**src/rtl/task_ctrl_multi.sv**
```systemverilog
// Task control block for one task shared by N_NODES execution nodes: per-node state and priority,
// a shared execution budget, a per-node starvation watchdog, and per-node sorter bytes.
module task_ctrl_multi #(
    parameter int          N_NODES  = 2,
    parameter logic [3:0]  TASK_ID  = 4'h3,
    parameter int          HIT_W    = 8,
    parameter int          HIT_INIT = 128,
    parameter int          TIMEOUT  = 10000,
    parameter int          AGING    = 1
) (
    input  logic                   CLK,
    input  logic                   RST_N,
    input  logic [16*N_NODES-1:0]  in_op,
    input  logic [N_NODES-1:0]     in_op_vld,
    output logic [8*N_NODES-1:0]   out_sorter,
    output logic [2*N_NODES-1:0]   out_state,
    output logic [N_NODES-1:0]     exe_grant,
    output logic [N_NODES-1:0]     exe_deny,
    output logic [N_NODES-1:0]     timeout,
    output logic [HIT_W-1:0]       exe_hit
);

    localparam logic [1:0] ST_READY = 2'b00;
    localparam logic [1:0] ST_SUSP  = 2'b01;
    localparam logic [1:0] ST_WAIT  = 2'b10;
    localparam logic [1:0] ST_TERM  = 2'b11;

    localparam logic [3:0] OP_READY   = 4'h1;
    localparam logic [3:0] OP_SUSPEND = 4'h2;
    localparam logic [3:0] OP_WAIT    = 4'h3;
    localparam logic [3:0] OP_KILL    = 4'h4;
    localparam logic [3:0] OP_SETPRIO = 4'h5;
    localparam logic [3:0] OP_SETHIT  = 4'h6;
    localparam logic [3:0] OP_EXECUTE = 4'h7;
    localparam logic [3:0] OP_INCPRIO = 4'h8;
    localparam logic [3:0] OP_KILLALL = 4'hC;

    localparam int         WD_W   = (TIMEOUT > 2) ? $clog2(TIMEOUT) : 1;
    localparam logic [WD_W-1:0] WD_LAST = WD_W'(TIMEOUT - 1);

    logic [1:0]       r_state [N_NODES];
    logic [3:0]       r_prio  [N_NODES];
    logic [WD_W-1:0]  r_wd    [N_NODES];
    logic [HIT_W-1:0] r_exe_hit;
    logic [N_NODES-1:0] r_grant;
    logic [N_NODES-1:0] r_deny;
    logic [N_NODES-1:0] r_timeout;

    logic [3:0]         w_opc   [N_NODES];
    logic [3:0]         w_arg   [N_NODES];
    logic [N_NODES-1:0] w_match;
    logic [N_NODES-1:0] w_act;
    logic [N_NODES-1:0] w_exec;
    logic [N_NODES-1:0] w_elig;
    logic [N_NODES-1:0] w_grant;
    logic [N_NODES-1:0] w_deny;
    logic [N_NODES-1:0] w_fire;
    logic               w_kill_all;
    logic               w_sethit_any;
    logic [3:0]         w_sethit_arg;
    logic               w_granted;

    always_comb begin
        w_kill_all   = 1'b0;
        w_sethit_any = 1'b0;
        w_sethit_arg = '0;
        w_granted    = 1'b0;
        w_match      = '0;
        w_act        = '0;
        w_exec       = '0;
        w_elig       = '0;
        w_grant      = '0;
        w_deny       = '0;
        w_fire       = '0;
        for (int unsigned i = 0; i < N_NODES; i++) begin
            w_opc[i]   = in_op[16*i+4 +: 4];
            w_arg[i]   = in_op[16*i   +: 4];
            w_match[i] = in_op_vld[i] && (in_op[16*i+8 +: 4] == TASK_ID);
            // a terminated node's KILL_ALL still counts; everything else it sends is dropped
            w_act[i]   = w_match[i] && (r_state[i] != ST_TERM);
            if (w_match[i] && w_opc[i] == OP_KILLALL)
                w_kill_all = 1'b1;
            if (w_act[i] && w_opc[i] == OP_SETHIT && !w_sethit_any) begin
                w_sethit_any = 1'b1;
                w_sethit_arg = w_arg[i];
            end
            w_exec[i] = w_act[i] && (w_opc[i] == OP_EXECUTE);
            w_elig[i] = w_exec[i] && (r_state[i] == ST_READY) && (r_exe_hit != '0);
        end
        for (int unsigned i = 0; i < N_NODES; i++) begin
            if (w_elig[i] && !w_granted && !w_kill_all && !w_sethit_any) begin
                w_grant[i] = 1'b1;
                w_granted  = 1'b1;
            end
            w_deny[i] = w_exec[i] && !w_grant[i];
            w_fire[i] = (r_state[i] == ST_READY) && (r_wd[i] == WD_LAST) && !w_grant[i];
        end
    end

    always_ff @(posedge CLK or negedge RST_N) begin
        if (!RST_N) begin
            r_exe_hit <= HIT_W'(HIT_INIT);
            r_grant   <= '0;
            r_deny    <= '0;
            r_timeout <= '0;
            for (int unsigned i = 0; i < N_NODES; i++) begin
                r_state[i] <= ST_READY;
                r_prio[i]  <= '0;
                r_wd[i]    <= '0;
            end
        end else begin
            r_grant   <= w_grant;
            r_deny    <= w_deny;
            r_timeout <= w_fire;
            if (!w_kill_all && w_sethit_any)
                r_exe_hit <= HIT_W'(w_sethit_arg);
            else if (w_granted)
                r_exe_hit <= r_exe_hit - 1'b1;

            for (int unsigned i = 0; i < N_NODES; i++) begin
                if (w_kill_all) begin
                    r_state[i] <= ST_TERM;
                end else if (w_act[i]) begin
                    case (w_opc[i])
                        OP_READY:   r_state[i] <= ST_READY;
                        OP_SUSPEND: r_state[i] <= ST_SUSP;
                        OP_WAIT:    r_state[i] <= ST_WAIT;
                        OP_KILL:    r_state[i] <= ST_TERM;
                        default:    r_state[i] <= r_state[i];
                    endcase
                end

                // explicit priority ops win over aging in the same cycle
                if (!w_kill_all && w_act[i] && w_opc[i] == OP_SETPRIO)
                    r_prio[i] <= w_arg[i];
                else if (!w_kill_all && w_act[i] && w_opc[i] == OP_INCPRIO) begin
                    if (r_prio[i] != 4'hF)
                        r_prio[i] <= r_prio[i] + 1'b1;
                end else if (AGING != 0 && w_fire[i] && r_prio[i] != 4'hF)
                    r_prio[i] <= r_prio[i] + 1'b1;

                if (r_state[i] != ST_READY || w_grant[i] || r_wd[i] == WD_LAST)
                    r_wd[i] <= '0;
                else
                    r_wd[i] <= r_wd[i] + 1'b1;
            end
        end
    end

    always_comb begin
        out_sorter = '0;
        out_state  = '0;
        for (int unsigned i = 0; i < N_NODES; i++) begin
            out_state[2*i +: 2] = r_state[i];
            if (r_state[i] == ST_READY)
                out_sorter[8*i +: 8] = {r_prio[i], TASK_ID};
        end
    end

    assign exe_grant = r_grant;
    assign exe_deny  = r_deny;
    assign timeout   = r_timeout;
    assign exe_hit   = r_exe_hit;

endmodule

```
**config.mk**
```make
export PLATFORM = sky130hd
export DESIGN_NAME = task_ctrl_multi
export DESIGN_NICKNAME = d
export VERILOG_FILES = /design/src/rtl/task_ctrl_multi.sv
export SDC_FILE = /design/constraint.sdc
export NUM_CORES = 1
export LEC_CHECK = 0
export ABC_AREA = 1
export CORE_MARGIN = 4
export CORE_UTILIZATION = 45
export CTS_CLUSTER_SIZE = 10
export DETAILED_ROUTE_END_ITERATION = 16
export PLACE_DENSITY = 0.79
export SYNTH_ARGS = -nofsm -noshare
export SYNTH_HDL_FRONTEND = slang
export SYNTH_SLANG_ARGS = --single-unit
```
**constraint.sdc**
```tcl
create_clock -name CLK -period 2.9 [get_ports CLK]
set_input_delay 0.58 -clock CLK [delete_from_list [all_inputs] [get_ports CLK]]
set_output_delay 0.58 -clock CLK [all_outputs]
set_load 0.02 [all_outputs]
```
-- Yosys cells after proc, flatten, opt, wreduce, memory -nomap -nowiden
Cells that the tools add are included.
- latch bits: 0
- memory bits (read-only): 0
- flip-flop bits (word level): 54
- memories kept: 0
- logic and storage cells: 132
- RAM bits: 0
- div/mod/pow operators: 0
- magnitude comparators: 0
- shift-type cells: 0
- bitwise gates (word level): 0
- equality and inequality tests: 28
- $mul: 0
- mux-type cells: 29
- reductions and logical operators: 60
- $add $sub $neg: 5
- operators by type and width (operator ; count):
    4-bit 2-to-1 mux ; 10
    1-bit logical AND ; 35
    4-bit by 3-bit == test with 1-bit output (second input constant) ; 8
    8-bit 2-to-1 mux ; 4
    14-bit by 1-bit adder with 14-bit output (second input constant) ; 2
    14-bit == test (second input constant) ; 2
    14-bit 2-to-1 mux ; 2
    4-bit by 2-bit == test with 1-bit output (second input constant) ; 6
    4-bit == test (second input constant) ; 4
    2-bit case mux with 4 select lines ; 2
    2-bit nonzero test ; 5
    5-bit nonzero test ; 2
    4-bit by 1-bit adder with 4-bit output (second input constant) ; 2
    4-bit by 1-bit == test with 1-bit output (second input constant) ; 2
    2-bit 2-to-1 mux ; 4
    4-bit != test (second input constant) ; 2
    2-bit AND reduction ; 4
    8-bit nonzero test ; 1
    8-bit by 1-bit subtractor with 8-bit output (second input constant) ; 1
    1-bit 2-to-1 mux ; 7
    3-bit by 2-bit != test with 1-bit output (second input constant) ; 2
    3-bit nonzero test ; 2
    1-bit zero test ; 5
    2-bit zero test ; 2
    other kinds (2) ; 6

-- Logic depth before layout (Yosys ltp)
Gate-level depths: netlist of the first run.
- depth after elaboration: 22
- gate-level depth with buffers: 13

-- Worst setup path before layout of the first run
Ideal clock, no wire load.
- path kind: flip-flop to flip-flop
- start point: reg r_state, in the netlist out_state[1]
- end point: reg r_exe_hit[4] (netlist: exe_hit[4])
- setup slack: 1096 ps
- data arrival time: 1682 ps
- library setup time: 122 ps
- required time: 2778 ps
- stages on the path, launching flop included: 10
- path buffers: 1
- cell sequence: dfrtp_1 -> nor2_4 -> inv_1 -> nor2_1 -> nand3_4 -> nand3_4 -> nand3_2 -> buf_6 -> nand3b_1 -> o21ai_1
- cells in the longest elaborated chain, start to end: 16
- elaborated cells between the ends (all ways): 23
- classes of those cells: 1 x eq/ne; 5 x mux; 17 x reduce/logical
- ends and longest elaborated chain (item ; line ; text):
    from (decl) ; 41 ; logic [1:0] r_state [N_NODES];
    from (signal, indexed assignment) ; 129 ; default: r_state[i] <= r_state[i];
    2-bit != test ; 80 ; w_act[i] = w_match[i] && (r_state[i] != ST_TERM);
    1-bit logical AND ; 80 ;
    1-bit logical AND ; 83 ; if (w_act[i] && w_opc[i] == OP_SETHIT && !w_sethit_any) begin
    1-bit 2-to-1 mux ; 83 ;
    1-bit zero test ; 83 ;
    1-bit logical AND ; 83 ;
    1-bit 2-to-1 mux ; 83 ;
    1-bit zero test ; 91 ; if (w_elig[i] && !w_granted && !w_kill_all && !w_sethit_any) begin
    1-bit logical AND ; 91 ;
    1-bit 2-to-1 mux ; 91 ;
    1-bit zero test ; 91 ;
    1-bit logical AND (3 in series) ; 91 ;
    1-bit 2-to-1 mux ; 91 ;
    2-bit nonzero test (no line) ; - ;
    to (signal assigned) ; 102 ; r_exe_hit <= HIT_W'(HIT_INIT);
    to (signal assigned) ; 116 ; r_exe_hit <= HIT_W'(w_sethit_arg);
    to (signal assigned) ; 118 ; r_exe_hit <= r_exe_hit - 1'b1;
    to (decl) ; 44 ; logic [HIT_W-1:0] r_exe_hit;
Several ways; a longest one is shown, not always the timed one.
A chain may end at the register's enable or synchronous reset.

-- Worst setup path after layout of the first run
- start point: reg r_state, in the netlist out_state[1]
- end point: out out_sorter[7]
- cells in the longest elaborated chain, start to end: 2
- ends and longest elaborated chain (item ; line ; text):
    2-bit zero test ; 155 ; if (r_state[i] == ST_READY)
    8-bit 2-to-1 mux ; 155 ;
    to (decl) ; 15 ; output logic [8*N_NODES-1:0] out_sorter,
Every way passes these cells.

==> run_results.csv, run 1 <==
group,metric,value,unit
setup_path,cp-end-kind,"primary output",
setup_path,worstPathCellList,"nor2_4 > inv_1 > nor2_1 > clkdlybuf4s50_1",
sta,setup_tns,0,ns
synthesis,synth_seq_area_share,0.3887,
sta,final_max_slew_viol_count,0,
clock_network,cts_setup_buffers,0,
synthesis,syn_area,0.003480,mm^2
synthesis,synthTopCellsByArea,"dfrtp_1, nand2_1, inv_1, nor2_1, nand3_1",
sta,period_needed,2.418,ns
clock_network,insertion_delay,0.31,ns
sta,fmax,413.5,MHz
layout,fin_util,0.5744,
pwr,p_sw_frac,0.3358,
drt,first_pass_iters,5,
placement,place_congestion,0.9074,
setup_path,crit_path_top_delay_cell,"clkdlybuf4s50_1",
floorplanning,core.rowCount,31,
pwr,comb_power_share,0.303,
floorplanning,fp.coreArea,0.007370,mm^2
setup_path,r2r-end,"exe_hit[2]",
clock_network,cts_repair_resize_count,0,
pwr,clockPowerShare,0.257,
drt,drt_iter0_drc,133,
global_route,overflow,0,
sta,timing.final.crit_share,0.8339,
setup_path,critPathKind,"flip-flop to primary output",
sta,setup_viol,0,
layout,drive_gt1_frac,0.1185,
pwr,switchingPower,685.5,uW
setup_path,critPathLaunchType,"flip-flop",
floorplanning,chipHeight,95.94,um
layout,final_cell_count_no_fill,622,
clock_network,cts_buffers,5,
layout,fin_nets,564,
setup_path,crit_fanout,8,
clock_network,root_buffer,"clkbuf_8",
pwr,leakage,0.001895,uW
setup_path,crit_required,2.32,ns
floorplanning,fp.dieArea,0.009204,mm^2
global_route,antenna_found_initial,0,
placement,postPlaceCellArea,0.004116,mm^2
synthesis,ys_types,39,
setup_path,startpoint,"out_state[1]",
setup_path,crit_cells,4,
floorplanning,io_pins,70,
drt,drc_errors,0,
global_route,grt_max_degree,23,
clock_network,path_clk_slew,0.10,ns
layout,final_cell_area,0.004233,mm^2
setup_path,cpPeakStageDelay,0.61,ns
layout,diodes,0,
drt,postRouteAntennaNets,0,
setup_path,ff2ff_path_depth,11,
setup_path,crit_arrival,1.84,ns
global_route,grt_pass1_wl,13.32,mm
placement,port_buffers,57,
setup_path,worst-path-buf-inv,2,
clock_network,cts_sinks,54,
global_route,grt-busiest-layer,"met2",
synthesis,avgSynthCellArea,7.532,um^2
pwr,seq_power_share,0.440,
clock_network,cts_tree,"built",
clock_network,holdBufCountCts,0,
sta,hold-worst-slack,0.2047,ns
setup_path,endpoint,"out_sorter[7]",
placement,hpwl,6.174,mm
drt,drt-wirelength-per-cell,12.46,um
synthesis,synthCells,462,
layout,area.growth.synth_to_final,21.65,%
setup_path,r2r_slack,0.89,ns
sta,finalHoldViolCount,0,
floorplanning,initial_core_util,0.4722,
sta,slew_headroom,0.6076,
drt,vias_per_cell,5.011,
clock_network,htreeDepth,2,
flow_run,drv_cap,0,
pwr,power_density,482.3,mW/mm^2
drt,wl,7.749,mm
synthesis,synth_top_area_share,0.3812,
setup_path,cp_top_family,"buffers and inverters",
pwr,ir_worst_vdd,285.9,uV
worst_hold_path,holdCritPathClass,"input port to asynchronous set/reset pin",
status,status,"finished, final reports clean",
global_route,grt_util_met2,0.3208,
setup_path,worstReg2RegStart,"exe_hit[0]",
synthesis,synth_warnings,0,
global_route,met1_usage,0.2232,
sta,worst_clock_skew,0.007551,ns
pwr,p_int,1356,uW
sta,rsz0062_at_grt,"false",
placement,dp_cells,614,
global_route,grt_pass1_vias,3089,
drt,vias,3117,
global_route,track_usage,0.1831,
sta,worstMarginPinSlew,0.5847,ns
global_route,grt_use_met3,0.02893,
floorplanning,die_x,95.94,um
synthesis,yosysTopAreaCell,"dfrtp_1",
synthesis,synth_seq_cells,54,
clock_network,clk_path_buf_depth,2,
==> cells in the final DEF (no fill, tap or decap), types with 5 or more instances in the layout <==
master and n:
inv_2 5, inv_1 65, o21ai_0 15, nor3_1 10, nand2_1 98, xor2_1 13
a21oi_1 7, clkdlybuf4s50_1 56, nor2_1 62, nor3b_1 5, clkbuf_8 6, nor3_2 6
nor2_4 5, nand3_1 28, nand2_2 8, dfrtp_1 53, nand4_1 11, ha_1 6
nor2_2 13
==> sequential cells by signal (all words and copies together), names as in the netlist <==
signal	count
exe_deny	2
r_prio	8
r_wd	28
timeout	2
exe_hit	8
out_state	4
exe_grant	2
==> cell families after synthesis <==
group | Yosys count | share of synthesized area
AO/OA/AOI/OAI | 37 | 0.06185
other | 1 | 0.001078
adder cells (fa/ha/maj) | 6 | 0.02157
buffers and inverters | 79 | 0.09816
flip-flops | 54 | 0.3887
XOR/XNOR | 15 | 0.03776
AND/OR/NAND/NOR | 270 | 0.3909
==> per-layer routing <==
metal,share of wire,wire length (um)
met1,0.43,3309
met2,0.50,3874
met3,0.045,351
met4,0.028,214
met5,0,0
==> per-stage QoR <==
stage	setup WS [ns]	power [uW]
after floorplan	1.096	1310
after global placement	0.3676	1515
after detailed placement	0.3144	1533
after CTS	0.4511	2059
after global routing	0.3752	2170
final	0.4818	2041
==> cell type report <==
class / instances / area, um^2
multi-input cells: 332 / 1797
clock buffers: 7 / 86.33
fillers: 697 / 3137
well taps: 99 / 123.9
inverters: 70 / 262.8
flip-flops and latches: 54 / 1353
repair buffers: 59 / 580.6
clock inverters: 1 / 30.03
==> synthesized netlist by cell type <==
library cell	instances
nor2_4	5
nand4_2	1
a21oi_1	7
nor3b_2	1
inv_1	65
nor3_2	6
or2_2	3
nand3_4	3
nand2_2	8
xnor2_1	2
nor3b_1	5
conb_1	1
xor2_1	13
inv_2	5
buf_4	6
o22ai_1	3
a211oi_2	1
or2_1	2
o2111ai_1	1
nor3_1	10
nor2_2	13
buf_6	3
a41oi_1	2
a31oi_1	3
o21ai_0	15
nor4_1	4
nor2_1	62
nand3_1	28
ha_1	6
a31o_2	1
dfstp_2	1
nand4_1	11
nand3_2	4
and2_1	2
and3_1	1
o21ai_1	4
nand3b_1	3
nand2_1	98
dfrtp_1	53
==> power by group through the flow <==
stage	Clock (uW)	Combinational, uW	Sequential [uW]
floorplan	0	369	942
global placement	0	606	909
detailed placement	0	620	913
CTS	536	625	898
global route	565	691	914
finish	525	618	898
==> worst min-delay path by stage <==
stage / start / end / slack, ns / cells past startpoint
global placement: r_prio[7] / r_prio[7] / 0.45 / 2
global route: RST_N / r_wd[26] / 0.24 / 1
detailed placement: r_prio[3] / r_prio[3] / 0.46 / 2
floorplan: RST_N / exe_deny[0] / 0.28 / 0
CTS: RST_N / r_wd[26] / 0.23 / 1
finish: RST_N / r_wd[26] / 0.20 / 1
(Power assumes the default switching activity.)
==> run 2, diff against run 1 <==
- clock period: 2.9 -> 2.5 ns (I/O delays scaled with it)
==> run 2 against run 1 <==
Worst setup slack got worse by 0.31 ns; largest power group unchanged; clock power increased by 8.6%; largest cell class unchanged; die area unchanged.
==> run_results.csv, run 2 (synthesis gave the netlist of run 1 again) <==
group,metric,value,unit
layout,area.growth.synth_to_final,22.73,%
clock_network,clk_path_buf_depth,2,
sta,worst_clock_skew,0.009459,ns
clock_network,root_buffer,"clkbuf_8",
drt,drt_iter0_drc,114,
global_route,antenna_found_initial,0,
placement,dp_cells,620,
clock_network,cts_tree,"built",
global_route,track_usage,0.1828,
sta,setup_viol,0,
floorplanning,fp.coreArea,0.007370,mm^2
clock_network,path_clk_slew,0.09,ns
sta,worstMarginPinSlew,0.6605,ns
floorplanning,io_pins,70,
sta,hold-worst-slack,0.3029,ns
drt,drc_errors,0,
layout,largest_reg_flops,28,
setup_path,critPathLaunchType,"flip-flop",
placement,hpwl,6.085,mm
drt,drt-wirelength-per-cell,12.21,um
layout,drive_gt1_frac,0.1304,
floorplanning,fp.dieArea,0.009204,mm^2
global_route,grt_pass1_vias,3129,
setup_path,cp-end-kind,"primary output",
clock_network,cts_buffers,5,
clock_network,holdBufCountCts,0,
layout,final_cell_mix,"nand2_1, inv_1, nor2_1, clkdlybuf4s50_1, dfrtp_1",
drt,postRouteAntennaNets,0,
pwr,leakage,0.001922,uW
pwr,power_density,545.2,mW/mm^2
sta,final_max_slew_viol_count,0,
drt,vias_per_cell,5.006,
clock_network,insertion_delay,0.31,ns
clock_network,cts_setup_buffers,0,
setup_path,crit_fanout,8,
drt,vias,3144,
floorplanning,chipHeight,95.94,um
setup_path,crit_arrival,1.83,ns
sta,fmax,429.0,MHz
global_route,overflow,0,
layout,largest_register,"r_wd",
sta,timing.final.crit_share,0.9324,
sta,period_needed,2.331,ns
global_route,grt_max_degree,55,
drt,first_pass_iters,4,
floorplanning,initial_core_util,0.4722,
setup_path,critPathKind,"flip-flop to primary output",
drt,wl,7.666,mm
sta,finalHoldViolCount,0,
sta,slew_headroom,0.5597,
floorplanning,die_x,95.94,um
flow_run,drv_cap,0,
sta,rsz0062_at_grt,"false",
clock_network,cts_repair_resize_count,0,
placement,place_congestion,0.9353,
global_route,grt_pass1_wl,13.40,mm
worst_hold_path,holdCritPathClass,"input port to asynchronous set/reset pin",
layout,final_cell_count_no_fill,628,
pwr,ir_worst_vdd,374.7,uV
layout,diodes,0,
placement,port_buffers,57,
clock_network,htreeDepth,2,
floorplanning,core.rowCount,31,
setup_path,crit_required,2.00,ns
sta,setup_tns,0,ns
clock_network,cts_sinks,54,
layout,mostFrequentLayoutCell,"nand2_1",
status,status,"finished, final reports clean",
layout,fin_nets,570,
[run 2: cell types whose count changed in the layout (fill, tap and decap cells not counted), sizes merged]
cell | before | now
buf | 3 | 9
clkbuf | 7 | 5
clkinv | 0 | 2
[run 2: metal layers]
| layer | routed length (um) | up-vias | GRT usage |
|---|---|---|---|
| li1 | - | 1604 | - |
| met1 | 3340 | 1449 | 0.2246 |
| met2 | 3811 | 71 | 0.3162 |
| met3 | 306 | 20 | 0.03518 |
| met4 | 208 | 0 | 0.06991 |
| met5 | 0 | - | 0 |
[run 2: worst max-delay path, cell delays in order, from the launching register on]
cell             delay, ns
dfrtp_1               0.42
inv_1                 0.07
nand2_1               0.19
inv_1                 0.21
clkdlybuf4s50_1       0.64
[run 2: area by class of cell]
class	count	area, um^2
well taps	99	123.9
multi-input cells	332	1797
inverters	70	262.8
flip-flops and latches	54	1353
repair buffers	65	625.6
clock inverters	3	40.04
fillers	682	3099
clock buffers	5	68.82
[run 2: path summary, 6_finish.rpt]
| kind | from | slack [ns] | endpoint | cells past startpoint |
|---|---|---|---|---|
| min reg2reg | r_wd[14] | 0.49 | r_wd[14] | 1 |
| max | out_state[2] | 0.17 | out_sorter[9] | 4 |
| max in group asynchronous | RST_N | 1.76 | out_state[3] | 2 |
| min in group CLK | r_wd[14] | 0.49 | r_wd[14] | 1 |
| max reg2reg | exe_hit[0] | 0.49 | exe_hit[2] | 11 |
| min | RST_N | 0.30 | r_wd[26] | 2 |
[run 2: through the flow]
| stage | util | power (uW) | worst slack, ns | cell area [um^2] |
|---|---|---|---|---|
| final | 0.5795 | 2328 | 0.1690 | 4270 |
| after floorplan | - | 1520 | 0.6958 | 3491 |
| after detailed placement | 0.5647 | 1781 | 0.03819 | 4161 |
| after global placement | 0.5647 | 1757 | 0.09310 | 4161 |
| after CTS | 0.5795 | 2356 | 0.1351 | 4270 |
| after global routing | 0.5795 | 2482 | 0.02673 | 4270 |
[run 2: where the power goes]
| part | internal (uW) | switching (uW) | total, uW |
|---|---|---|---|
| registers | 955 | 88.1 | 1040 |
| logic | 292 | 422 | 715 |
| clock network | 295 | 275 | 570 |
| total | 1540 | 786 | 2330 |
==> run 3, diff against run 2 <==
- ABC_CLOCK_PERIOD_IN_PS: not set -> 2500
==> results of run 3 <==
The final DEF is identical to that of run 2; final timing and power are the same.
